==> src/rtl/fft_frame_reader_if.sv <==
// ----------------------------------------------------------------------------
// fft_frame_reader_if
//    Bundles the two buses of the FFT frame reader: the read port of the
//    sample RAM and the valid/ready output stream.
//
//    ram_rd_addr  address presented to the RAM read port
//    ram_rd_data  RAM read data, returned a fixed number of cycles later
//    m_data       stream data
//    m_valid      stream valid
//    m_ready      stream ready from downstream
//    m_last       marks the final sample of a frame
//
//    master : the frame reader (drives the address and the stream)
//    slave  : RAM plus downstream consumer
// ----------------------------------------------------------------------------
interface fft_frame_reader_if #(
   parameter int ADDR_WIDTH = 10,
   parameter int DATA_WIDTH = 12
);
   logic [ADDR_WIDTH-1:0] ram_rd_addr;
   logic [DATA_WIDTH-1:0] ram_rd_data;
   logic [DATA_WIDTH-1:0] m_data;
   logic                  m_valid;
   logic                  m_ready;
   logic                  m_last;

   modport master (
      output ram_rd_addr,
      input  ram_rd_data,
      output m_data,
      output m_valid,
      input  m_ready,
      output m_last
   );

   modport slave (
      input  ram_rd_addr,
      output ram_rd_data,
      input  m_data,
      input  m_valid,
      output m_ready,
      input  m_last
   );
endinterface

==> src/rtl/fft_frame_reader.sv <==
// ----------------------------------------------------------------------------
// fft_frame_reader
//    Read-side sequencer for the FFT sample RAM. A start pulse walks the RAM
//    read port over one frame; returning words pass through a small output
//    FIFO and leave as a valid/ready stream with m_last on the final sample.
//    Reads are only issued when the FIFO is guaranteed to have room for them,
//    so backpressure never loses a RAM word.
//
//    rd_clk      clock
//    rd_rst_n    asynchronous active-low reset
//    start       one-cycle pulse, accepted only when idle
//    frame_last  last address of the frame (length-1), sampled with start
//    busy        high from start acceptance until done
//    done        one-cycle pulse after the last beat is accepted
//    bus         RAM read port and output stream (master modport)
// ----------------------------------------------------------------------------
module fft_frame_reader #(
   parameter int ADDR_WIDTH = 10,
   parameter int DATA_WIDTH = 12,
   parameter int RD_LATENCY = 1,
   parameter int FIFO_DEPTH = 4,
   parameter int BIT_REV    = 0
) (
   input  logic                  rd_clk,
   input  logic                  rd_rst_n,
   input  logic                  start,
   input  logic [ADDR_WIDTH-1:0] frame_last,
   output logic                  busy,
   output logic                  done,
   fft_frame_reader_if.master    bus
);

   localparam int PTR_W = $clog2(FIFO_DEPTH);
   localparam int CNT_W = $clog2(FIFO_DEPTH + RD_LATENCY + 2) + 1;

   localparam logic [1:0] ST_IDLE  = 2'd0;
   localparam logic [1:0] ST_READ  = 2'd1;
   localparam logic [1:0] ST_DRAIN = 2'd2;

   logic [1:0]            state;
   logic [ADDR_WIDTH-1:0] cnt;
   logic [ADDR_WIDTH-1:0] last_addr;

   // Stage 0 tracks the address register, stage RD_LATENCY lines up with
   // valid data on ram_rd_data.
   logic [RD_LATENCY:0]   pipe_vld;
   logic [RD_LATENCY:0]   pipe_last;

   logic [DATA_WIDTH-1:0] fifo_data [FIFO_DEPTH];
   logic [FIFO_DEPTH-1:0] fifo_last;
   logic [PTR_W-1:0]      wr_ptr;
   logic [PTR_W-1:0]      rd_ptr;
   logic [CNT_W-1:0]      fifo_count;

   logic [CNT_W-1:0]      inflight;
   logic                  credit_ok;
   logic                  issue;
   logic [ADDR_WIDTH-1:0] issue_idx;
   logic                  issue_last;
   logic                  fifo_push;
   logic                  fifo_pop;
   logic                  head_last;

   function automatic logic [ADDR_WIDTH-1:0] bitrev(input logic [ADDR_WIDTH-1:0] v);
      logic [ADDR_WIDTH-1:0] r;
      for (int i = 0; i < ADDR_WIDTH; i++) begin
         r[i] = v[ADDR_WIDTH-1-i];
      end
      return r;
   endfunction

   // Credit check: every read still in the pipe already owns a FIFO slot.
   // fifo_count is taken before this cycle's pop, which keeps it conservative.
   // The first read goes out on the start edge itself, so address 0 is on the
   // RAM port right after start is sampled; the FIFO is empty while idle.
   always_comb begin
      inflight = '0;
      for (int i = 0; i <= RD_LATENCY; i++) begin
         inflight = inflight + CNT_W'(pipe_vld[i]);
      end
      credit_ok  = (fifo_count + inflight) < CNT_W'(FIFO_DEPTH);
      issue      = ((state == ST_IDLE) && start) || ((state == ST_READ) && credit_ok);
      issue_idx  = (state == ST_IDLE) ? '0 : cnt;
      issue_last = (state == ST_IDLE) ? (frame_last == '0) : (cnt == last_addr);
   end

   assign fifo_push   = pipe_vld[RD_LATENCY];
   assign bus.m_valid = (fifo_count != '0);
   assign fifo_pop    = bus.m_valid && bus.m_ready;
   assign head_last   = fifo_last[rd_ptr];
   assign bus.m_data  = bus.m_valid ? fifo_data[rd_ptr] : '0;
   assign bus.m_last  = bus.m_valid && head_last;

   // Frame sequencer. done is raised on the edge that accepts the last beat
   // while the FSM stays in DRAIN for that cycle, so a start coinciding with
   // done is ignored. cnt may wrap after the final issue; by then the FSM has
   // left READ and the value is never used.
   always_ff @(posedge rd_clk or negedge rd_rst_n) begin
      if (!rd_rst_n) begin
         state           <= ST_IDLE;
         cnt             <= '0;
         last_addr       <= '0;
         busy            <= 1'b0;
         done            <= 1'b0;
         bus.ram_rd_addr <= '0;
      end else begin
         done <= 1'b0;
         if (issue) begin
            bus.ram_rd_addr <= (BIT_REV != 0) ? bitrev(issue_idx) : issue_idx;
            cnt             <= issue_idx + ADDR_WIDTH'(1);
         end
         case (state)
            ST_IDLE: begin
               if (start) begin
                  last_addr <= frame_last;
                  busy      <= 1'b1;
                  state     <= (frame_last == '0) ? ST_DRAIN : ST_READ;
               end
            end
            ST_READ: begin
               if (issue && issue_last) begin
                  state <= ST_DRAIN;
               end
            end
            ST_DRAIN: begin
               if (done) begin
                  state <= ST_IDLE;
               end else if (fifo_pop && head_last) begin
                  done <= 1'b1;
                  busy <= 1'b0;
               end
            end
            default: state <= ST_IDLE;
         endcase
      end
   end

   // Read-latency pipe: a valid bit and last tag follow each address until
   // its data appears on ram_rd_data.
   always_ff @(posedge rd_clk or negedge rd_rst_n) begin
      if (!rd_rst_n) begin
         pipe_vld  <= '0;
         pipe_last <= '0;
      end else begin
         pipe_vld  <= {pipe_vld[RD_LATENCY-1:0], issue};
         pipe_last <= {pipe_last[RD_LATENCY-1:0], issue && issue_last};
      end
   end

   // FIFO pointers and occupancy; a simultaneous push and pop cancel out.
   always_ff @(posedge rd_clk or negedge rd_rst_n) begin
      if (!rd_rst_n) begin
         wr_ptr     <= '0;
         rd_ptr     <= '0;
         fifo_count <= '0;
      end else begin
         if (fifo_push) begin
            wr_ptr <= wr_ptr + PTR_W'(1);
         end
         if (fifo_pop) begin
            rd_ptr <= rd_ptr + PTR_W'(1);
         end
         case ({fifo_push, fifo_pop})
            2'b10:   fifo_count <= fifo_count + CNT_W'(1);
            2'b01:   fifo_count <= fifo_count - CNT_W'(1);
            default: fifo_count <= fifo_count;
         endcase
      end
   end

   // FIFO storage; contents are only observed once the count says valid.
   always_ff @(posedge rd_clk) begin
      if (fifo_push) begin
         fifo_data[wr_ptr] <= bus.ram_rd_data;
         fifo_last[wr_ptr] <= pipe_last[RD_LATENCY];
      end
   end

endmodule

==> src/flat_wrapper.sv <==
// flat-port wrapper written by rule: the top's interface ports become plain ports
module fft_frame_reader_flat 
#(
   parameter int ADDR_WIDTH = 10,
   parameter int DATA_WIDTH = 12,
   parameter int RD_LATENCY = 1,
   parameter int FIFO_DEPTH = 4,
   parameter int BIT_REV    = 0
)
  (rd_clk, rd_rst_n, start, frame_last, busy, done, bus_ram_rd_addr, bus_ram_rd_data, bus_m_data, bus_m_valid, bus_m_ready, bus_m_last);
  fft_frame_reader_if #(.ADDR_WIDTH(ADDR_WIDTH), .DATA_WIDTH(DATA_WIDTH)) bus_i ();
  input  logic rd_clk;
  input  logic rd_rst_n;
  input  logic start;
  input  logic [ADDR_WIDTH-1:0] frame_last;
  output logic busy;
  output logic done;
  output wire logic [$bits(bus_i.ram_rd_addr)-1:0] bus_ram_rd_addr;
  input wire logic [$bits(bus_i.ram_rd_data)-1:0] bus_ram_rd_data;
  output wire logic [$bits(bus_i.m_data)-1:0] bus_m_data;
  output wire logic [$bits(bus_i.m_valid)-1:0] bus_m_valid;
  input wire logic [$bits(bus_i.m_ready)-1:0] bus_m_ready;
  output wire logic [$bits(bus_i.m_last)-1:0] bus_m_last;
  assign bus_ram_rd_addr = bus_i.ram_rd_addr;
  assign bus_i.ram_rd_data = bus_ram_rd_data;
  assign bus_m_data = bus_i.m_data;
  assign bus_m_valid = bus_i.m_valid;
  assign bus_i.m_ready = bus_m_ready;
  assign bus_m_last = bus_i.m_last;
  fft_frame_reader #(.ADDR_WIDTH(ADDR_WIDTH), .DATA_WIDTH(DATA_WIDTH), .RD_LATENCY(RD_LATENCY), .FIFO_DEPTH(FIFO_DEPTH), .BIT_REV(BIT_REV)) u_core (.rd_clk(rd_clk), .rd_rst_n(rd_rst_n), .start(start), .frame_last(frame_last), .busy(busy), .done(done), .bus(bus_i));
endmodule
==> config.mk <==
export PLATFORM = sky130hd
export DESIGN_NAME = fft_frame_reader_flat
export DESIGN_NICKNAME = d
export VERILOG_FILES = /design/src/rtl/fft_frame_reader_if.sv /design/src/rtl/fft_frame_reader.sv /design/src/flat_wrapper.sv
export SDC_FILE = /design/constraint.sdc
export NUM_CORES = 1
export LEC_CHECK = 0
export ABC_AREA = 1
export CORE_MARGIN = 2
export CORE_UTILIZATION = 50
export DETAILED_ROUTE_END_ITERATION = 10
export GPL_TIMING_DRIVEN = 0
export PLACE_DENSITY = 0.72
export SLEW_MARGIN = 20
export SYNTH_ARGS = -nofsm -noshare
export SYNTH_HDL_FRONTEND = slang
export SYNTH_SLANG_ARGS = --single-unit
==> constraint.sdc <==
create_clock -name rd_clk -period 2.1 [get_ports rd_clk]
set_clock_uncertainty 0.1 [all_clocks]
set_input_delay 0.42 -clock rd_clk [delete_from_list [all_inputs] [get_ports rd_clk]]
set_output_delay 0.42 -clock rd_clk [all_outputs]
set_load 0.005 [all_outputs]
== Word level (Yosys, flattened, before mapping) ==
Memories as Yosys holds them, arrays and structs flattened.
Cells that the tools add are included.
W data, S select, Z words.

* Register bits after elaboration: 50
* Memory bits (writable): 48
* Input port bits: 26
* Output and inout bits: 26
* Word-level logic and storage cells: 73
* Memories: 1

* $add $sub $neg: 7
* Order comparisons: 4
* Eq/ne operators: 10
* Muxes and demuxes: 23
* Reduce and logical (&&, ||, !) cells: 16

{| class="wikitable"
|+ Memories
! memory !! words !! width !! read ports !! clocked after memory_dff !! write ports !! line !! source
|-
| u_core.fifo_data || 4 || 12 || 1 || 0 || 1 || fft_frame_reader.sv:49 || <nowiki>logic [DATA_WIDTH-1:0] fifo_data [FIFO_DEPTH];</nowiki>
|}

{| class="wikitable"
|+ Operator list
! operator !! number
|-
| $mux W12 || 1
|-
| $mux W1 || 11
|-
| $add A10 B1 Y10 const B || 1
|-
| $eq A10 B10 Y1 || 1
|-
| $logic_not A10 Y1 || 1
|-
| $mux W10 || 1
|-
| $mux W2 || 4
|-
| $pmux W4 S2 || 1
|-
| $logic_and A1 B1 Y1 || 7
|-
| $lt A2 B3 Y1 const B || 2
|-
| $ne A2 B2 Y1 const B || 3
|-
| $pmux W2 S3 || 1
|-
| $add A2 B1 Y2 const B || 2
|-
| $add A4 B1 Y4 const B || 1
|-
| $add A4 B4 Y4 || 1
|-
| $bwmux W4 || 1
|-
| $eq A2 B1 Y1 const B || 2
|-
| $eq A2 B2 Y1 const B || 2
|-
| $lt A4 B3 Y1 const B || 1
|-
| $ne A2 B1 Y1 const B || 2
|-
| $reduce_and A4 Y1 || 1
|-
| $reduce_bool A2 Y1 || 2
|-
| $reduce_bool A4 Y1 || 1
|-
| $sub A4 B1 Y4 const B || 1
|-
| 9 further kinds || 9
|}

== Depth between registers and ports, before layout ==
* Depth after elaboration: 8
* Gate-level depth with buffers: 13
* Gate-level depth less buffers: 13

== Least setup slack after synthesis ==
Ideal clock, no wire load.

* Kind: flip-flop to flip-flop
* Start: reg u_core.fifo_count[2]
* End: reg u_core.fifo_count[3]
* Library setup time: 122 ps
* Arrival time: 1,937 ps
* Required time: 1,878 ps
* Setup slack: -59 ps
* Cell stages (with the launch flop): 14
* Path buffers: 0
* Clock period less this slack: 2,159 ps
* Cell sequence: dfrtp_1 inv_1 nand2_1 nor3_2 nor2_1 ha_1 ha_1 nand2_1 nand2_1 a21oi_1 nor2_1 nor2_1 nand2_1 xor2_1

* Cells in the longest elaborated chain, start to end: 4
* Elaborated cells between the ends (all ways): 8
* Classes of those cells: 2 x add/sub; 2 x eq/ne; 1 x mux; 3 x reduce/logical

{| class="wikitable"
|+ RTL lines
! what !! line !! source
|-
| start, declared || fft_frame_reader.sv:53 || <nowiki>logic [CNT_W-1:0] fifo_count;</nowiki>
|-
| start signal, assigned || fft_frame_reader.sv:164 || <nowiki>2'b10: fifo_count <= fifo_count + CNT_W'(1);</nowiki>
|-
| start signal, assigned || fft_frame_reader.sv:165 || <nowiki>2'b01: fifo_count <= fifo_count - CNT_W'(1);</nowiki>
|-
| start signal, assigned || fft_frame_reader.sv:166 || <nowiki>default: fifo_count <= fifo_count;</nowiki>
|-
| parallel branches: the longest is 4 deep, another holds $sub A4 B1 Y4 || - ||
|}

Parallel ways; which one is timed is not known.
A chain may end at the register's enable or synchronous reset.

== Final worst setup path ==
* Start: reg u_core.rd_ptr[0]
* End: out bus_m_last

* Cells in the longest elaborated chain, start to end: 3

{| class="wikitable"
|+ RTL lines
! what !! line !! source
|-
| start, declared || fft_frame_reader.sv:52 || <nowiki>logic [PTR_W-1:0] rd_ptr;</nowiki>
|-
| start signal, assigned || fft_frame_reader.sv:161 || <nowiki>rd_ptr <= rd_ptr + PTR_W'(1);</nowiki>
|-
| $bmux W1 S2 || fft_frame_reader.sv:90 || <nowiki>assign head_last = fifo_last[rd_ptr];</nowiki>
|-
| $mux W1 (implied by the code) || fft_frame_reader.sv:90 ||
|-
| $logic_and A1 B1 Y1 || fft_frame_reader.sv:92 || <nowiki>assign bus.m_last = bus.m_valid && head_last;</nowiki>
|-
| end, declared || flat_wrapper.sv:23 || <nowiki>output wire logic [$bits(bus_i.m_last)-1:0] bus_m_last;</nowiki>
|}

No other way between the ends. The select of a mux whose other input is x is not followed.

==> summary.md <==
| Metric | Value |
|---|---|
| Antenna violations before repair | 0 |
| Final ANT Viol Nets | 0 |
| P_leak | 2.42 nW |
| Mean Syn Cell Area | 10.1 um^2 |
| RSZ-0062 raised after global routing | yes |
| Pin count of the biggest net entering global routing | 26 |
| Failing checks | negative setup slack |
| R2r startpoint | u_core.fifo_count[2]$_DFFE_PN0P_ |
| # setup viols final | 14 |
| Clock transition at path regs | around 90 ps |
| Die area | 9540 um^2 |
| Worst Hold End | u_core.pipe_last[1]$_DFF_PN0_ |
| Layout cell share with drive strength beyond 1 | 0.219 |
| Reg2reg path depth | 14 |
| Via density | 5.06 |
| Fillers | 670 |
| CP Max Fanout | 5 |
| Worst EP required | 1580 ps |
| CP bufs+invs | 3 |
| TNS Setup | -605 ps |
| Final instance area | 5630 um^2 |
| Post-synth top area share | 0.356 |
| Layout Area Growth over Synthesis | 28.4% |
| Status | complete, but fails checks |
| Via count | roughly 3200 |
| Top_reg_cell synth | edfxtp_1 |
| Crit path DAT | 1680 ps |
| Leading area contributor after synthesis | edfxtp_1 |
| Global route overflow | 0 |
| Root buf cell | clkbuf_8 |
| Number of buffers created by CTS | 9 |
| Routed length on met2 | 4.78 mm |
| Ys async rst share | 0.469 |
| Fmax achieved | around 460 MHz |
| Post-synth EDFFs | 52 |
| First-pass GRT wire length | 15.7 mm |
| Most frequent cell after synthesis | nand2_1 |
| DRC Markers | 0 |
| Cells on Worst Hold Path | 0 |
| Commonest cells post-synth | 86 x nand2_1, 69 x nor2_1, 52 x edfxtp_1, 46 x dfrtp_1, 45 x o21ai_0 |
| Depth of the CTS H-tree | 3 |
| Max_cap viols | 0 |
| Worst Setup Start Kind | register |
| Port Buffer Count | 51 |
| IO Count | 52 |
| Final worst setup slack | -97.1 ps |
| Hold Fails Final Rpt | 0 |
| Slew HR | 0.579 |
| Kind of critical path | reg2out |
| Period minus WS final | between 2000 and 2500 ps |
| Fin crit share | 1.05 |
| CP endpoint kind | output pin |
| Gpl congestion | between 0.7 and 0.8 |
| Pre-antenna DRT Iters | 4 |
| CTS Sinks | 98 |
| Yosys cell types | 35 |
| Area after DPL | 5060 um^2 |
| Synth Instances | 433 |
| Ranking of synthesized cells by area | edfxtp_1 36%, dfrtp_1 26%, nand2_1 7.4%, nor2_1 5.9%, o21ai_0 5.1% |
| Synthesized flop and latch total | 98 |
| Crit-path max cell delay | 420 ps |
| DRT iter0 DRCs | 131 |
| Antenna Cells | 0 |
| Cell Chain, Critical Path | buf_6, buf_4, or2_4, o211ai_1, a21oi_2, buf_2 |
| CP max stage cell | dfrtp_1 |
| Worst slew pin tran | 630 ps |
| Max Slew Vio Count | 0 |
| Initial Util | 0.510 |
| Reg-to-reg endpoint | u_core.fifo_count[3]$_DFFE_PN0P_ |
| Core area | 8590 um^2 |
| Die Y | 97.7 um |
| Min-delay worst type | reg2reg |
| CTS tree | yes |
| Hpwl dp | between 6 and 7 mm |
| PwrDens | 1410 nW/um^2 |
| Metal-1 WL | roughly 4.1 mm |
| WL per Instance | approximately 15 um |
| Syn Std Cell Area | 4390 um^2 |
| Hold wc startpoint | u_core.pipe_last[0]$_DFF_PN0_ |
| Die width | 97.7 um |
| Synth Warn # | 0 |
| Layout Nets | roughly 560 |
| Uppermost routed layer | met4 |
| Max IR drop VDD | between 0.6 and 0.7 mV |
| Number of global-route vias before repair | 3320 |
| Post-Route WL | 9.52 mm |
| Longest Clk Path Bufs | 2 |
| Row cnt | 34 |
| Delay-heaviest family, CP | buffers and inverters |
| Share of the yosys chip area belonging to registers | 0.619 |
| Clock Latency Late Sink | 350 ps |
| Worst R2R Setup Slack | -40 ps |
| Syn Nets | 470 |
| Met3 wire length | 473 um |
| Total track usage | 0.211 |
worst max path at each step:
stage                                          start                                to  slack [ps]  cells past startpoint
floorplan           u_core.fifo_count[3]$_DFFE_PN0P_  u_core.fifo_count[3]$_DFFE_PN0P_           5                     13
global placement                            rd_rst_n  u_core.fifo_count[2]$_DFFE_PN0P_        -810                      1
detailed placement  u_core.fifo_count[2]$_DFFE_PN0P_                     bus_m_data[6]        -390                      6
CTS                     u_core.rd_ptr[0]$_DFFE_PN0N_                        bus_m_last        -130                      6
global route        u_core.fifo_count[2]$_DFFE_PN0P_  u_core.fifo_count[3]$_DFFE_PN0P_        -180                     14
finish                  u_core.rd_ptr[0]$_DFFE_PN0N_                        bus_m_last        -100                      6
layout make-up:
cell class	count	area (um^2)	share of cell area
Timing Repair Buffer	80	698	0.124
Multi-Input combinational cell	277	1560	0.277
Buffer	13	143	0.0253
Tap cell	108	135	0.0240
Clock inverter	5	78.8	0.0140
Sequential cell	98	2720	0.482
Inverter	45	169	0.0300
Clock buffer	11	131	0.0233
through the flow:
stage                     instances  hold slack [ps]  power [mW]  worst slack [ps]  utilization
after floorplan                 433             24.4        4.84              4.52            -
after CTS                       634              255        7.72              -129        0.646
after global placement          592              235        5.96              -812        0.588
final                           637              255        7.93             -97.1        0.656
after detailed placement        593              235        6.06              -386        0.589
after global routing            637              275        8.51              -178        0.656
routing by layer:
metal / vias to the layer above / track usage
met5: - / 0
li1: 1592 / -
met3: 13 / 0.0446
met2: 81 / 0.355
met1: 1537 / 0.271
met4: 0 / 0.0791
kinds of logic after synthesis:
logic type / count (synthesis) / synth area share
simple gates: 177 / 0.171
compound gates: 73 / 0.0893
flops: 98 / 0.619
fa+ha+maj: 11 / 0.0331
buf+inv: 58 / 0.0562
xor+xnor: 16 / 0.0320
where the power goes:
part | internal, mW | total [mW] | switching [mW]
clock network | 0.669 | 1.28 | 0.607
logic | 1.69 | 3.80 | 2.10
registers | 2.56 | 2.86 | 0.294
flip-flops by register name, summed over array words and instances (netlist names), 2 cells and up:
name                    count
u_core.fifo_count           4
u_core.last_addr           10
u_core.cnt                 10
u_core.pipe_last            2
u_core.fifo_last            4
u_core.bus.ram_rd_addr     10
u_core.pipe_vld             2
u_core.wr_ptr               2
u_core.rd_ptr               2
u_core.fifo_data           48
u_core.state                2
repair_timing:
item / in CTS / in global routing
endpoints found under the hold margin: 21 / 0
setup buffers: 24 / 4
gates resized for setup: 104 / 26
gates cloned: 0 / 0
pin swaps: 21 / 14
hold buffers: 1 / 0
endpoints found under the setup margin: 17 / 25
cell usage in the layout (no fill, tap or decap), types with 3 or more instances in the layout:
cell / count
buf_2: 16
o21ai_0: 33
ha_1: 7
xnor2_1: 5
o21ai_1: 18
nand3_1: 6
clkdlybuf4s50_1: 36
clkbuf_8: 13
edfxtp_1: 52
buf_6: 12
a21oi_1: 8
a21oi_2: 6
xor2_1: 11
buf_4: 19
inv_2: 6
nand2_1: 82
inv_1: 39
ha_4: 3
nor2_4: 7
dfrtp_1: 44
nor2_2: 8
nor2_1: 59
clkbuf_1: 4
nand2_2: 6
Power figures use the tool's default switching activity.
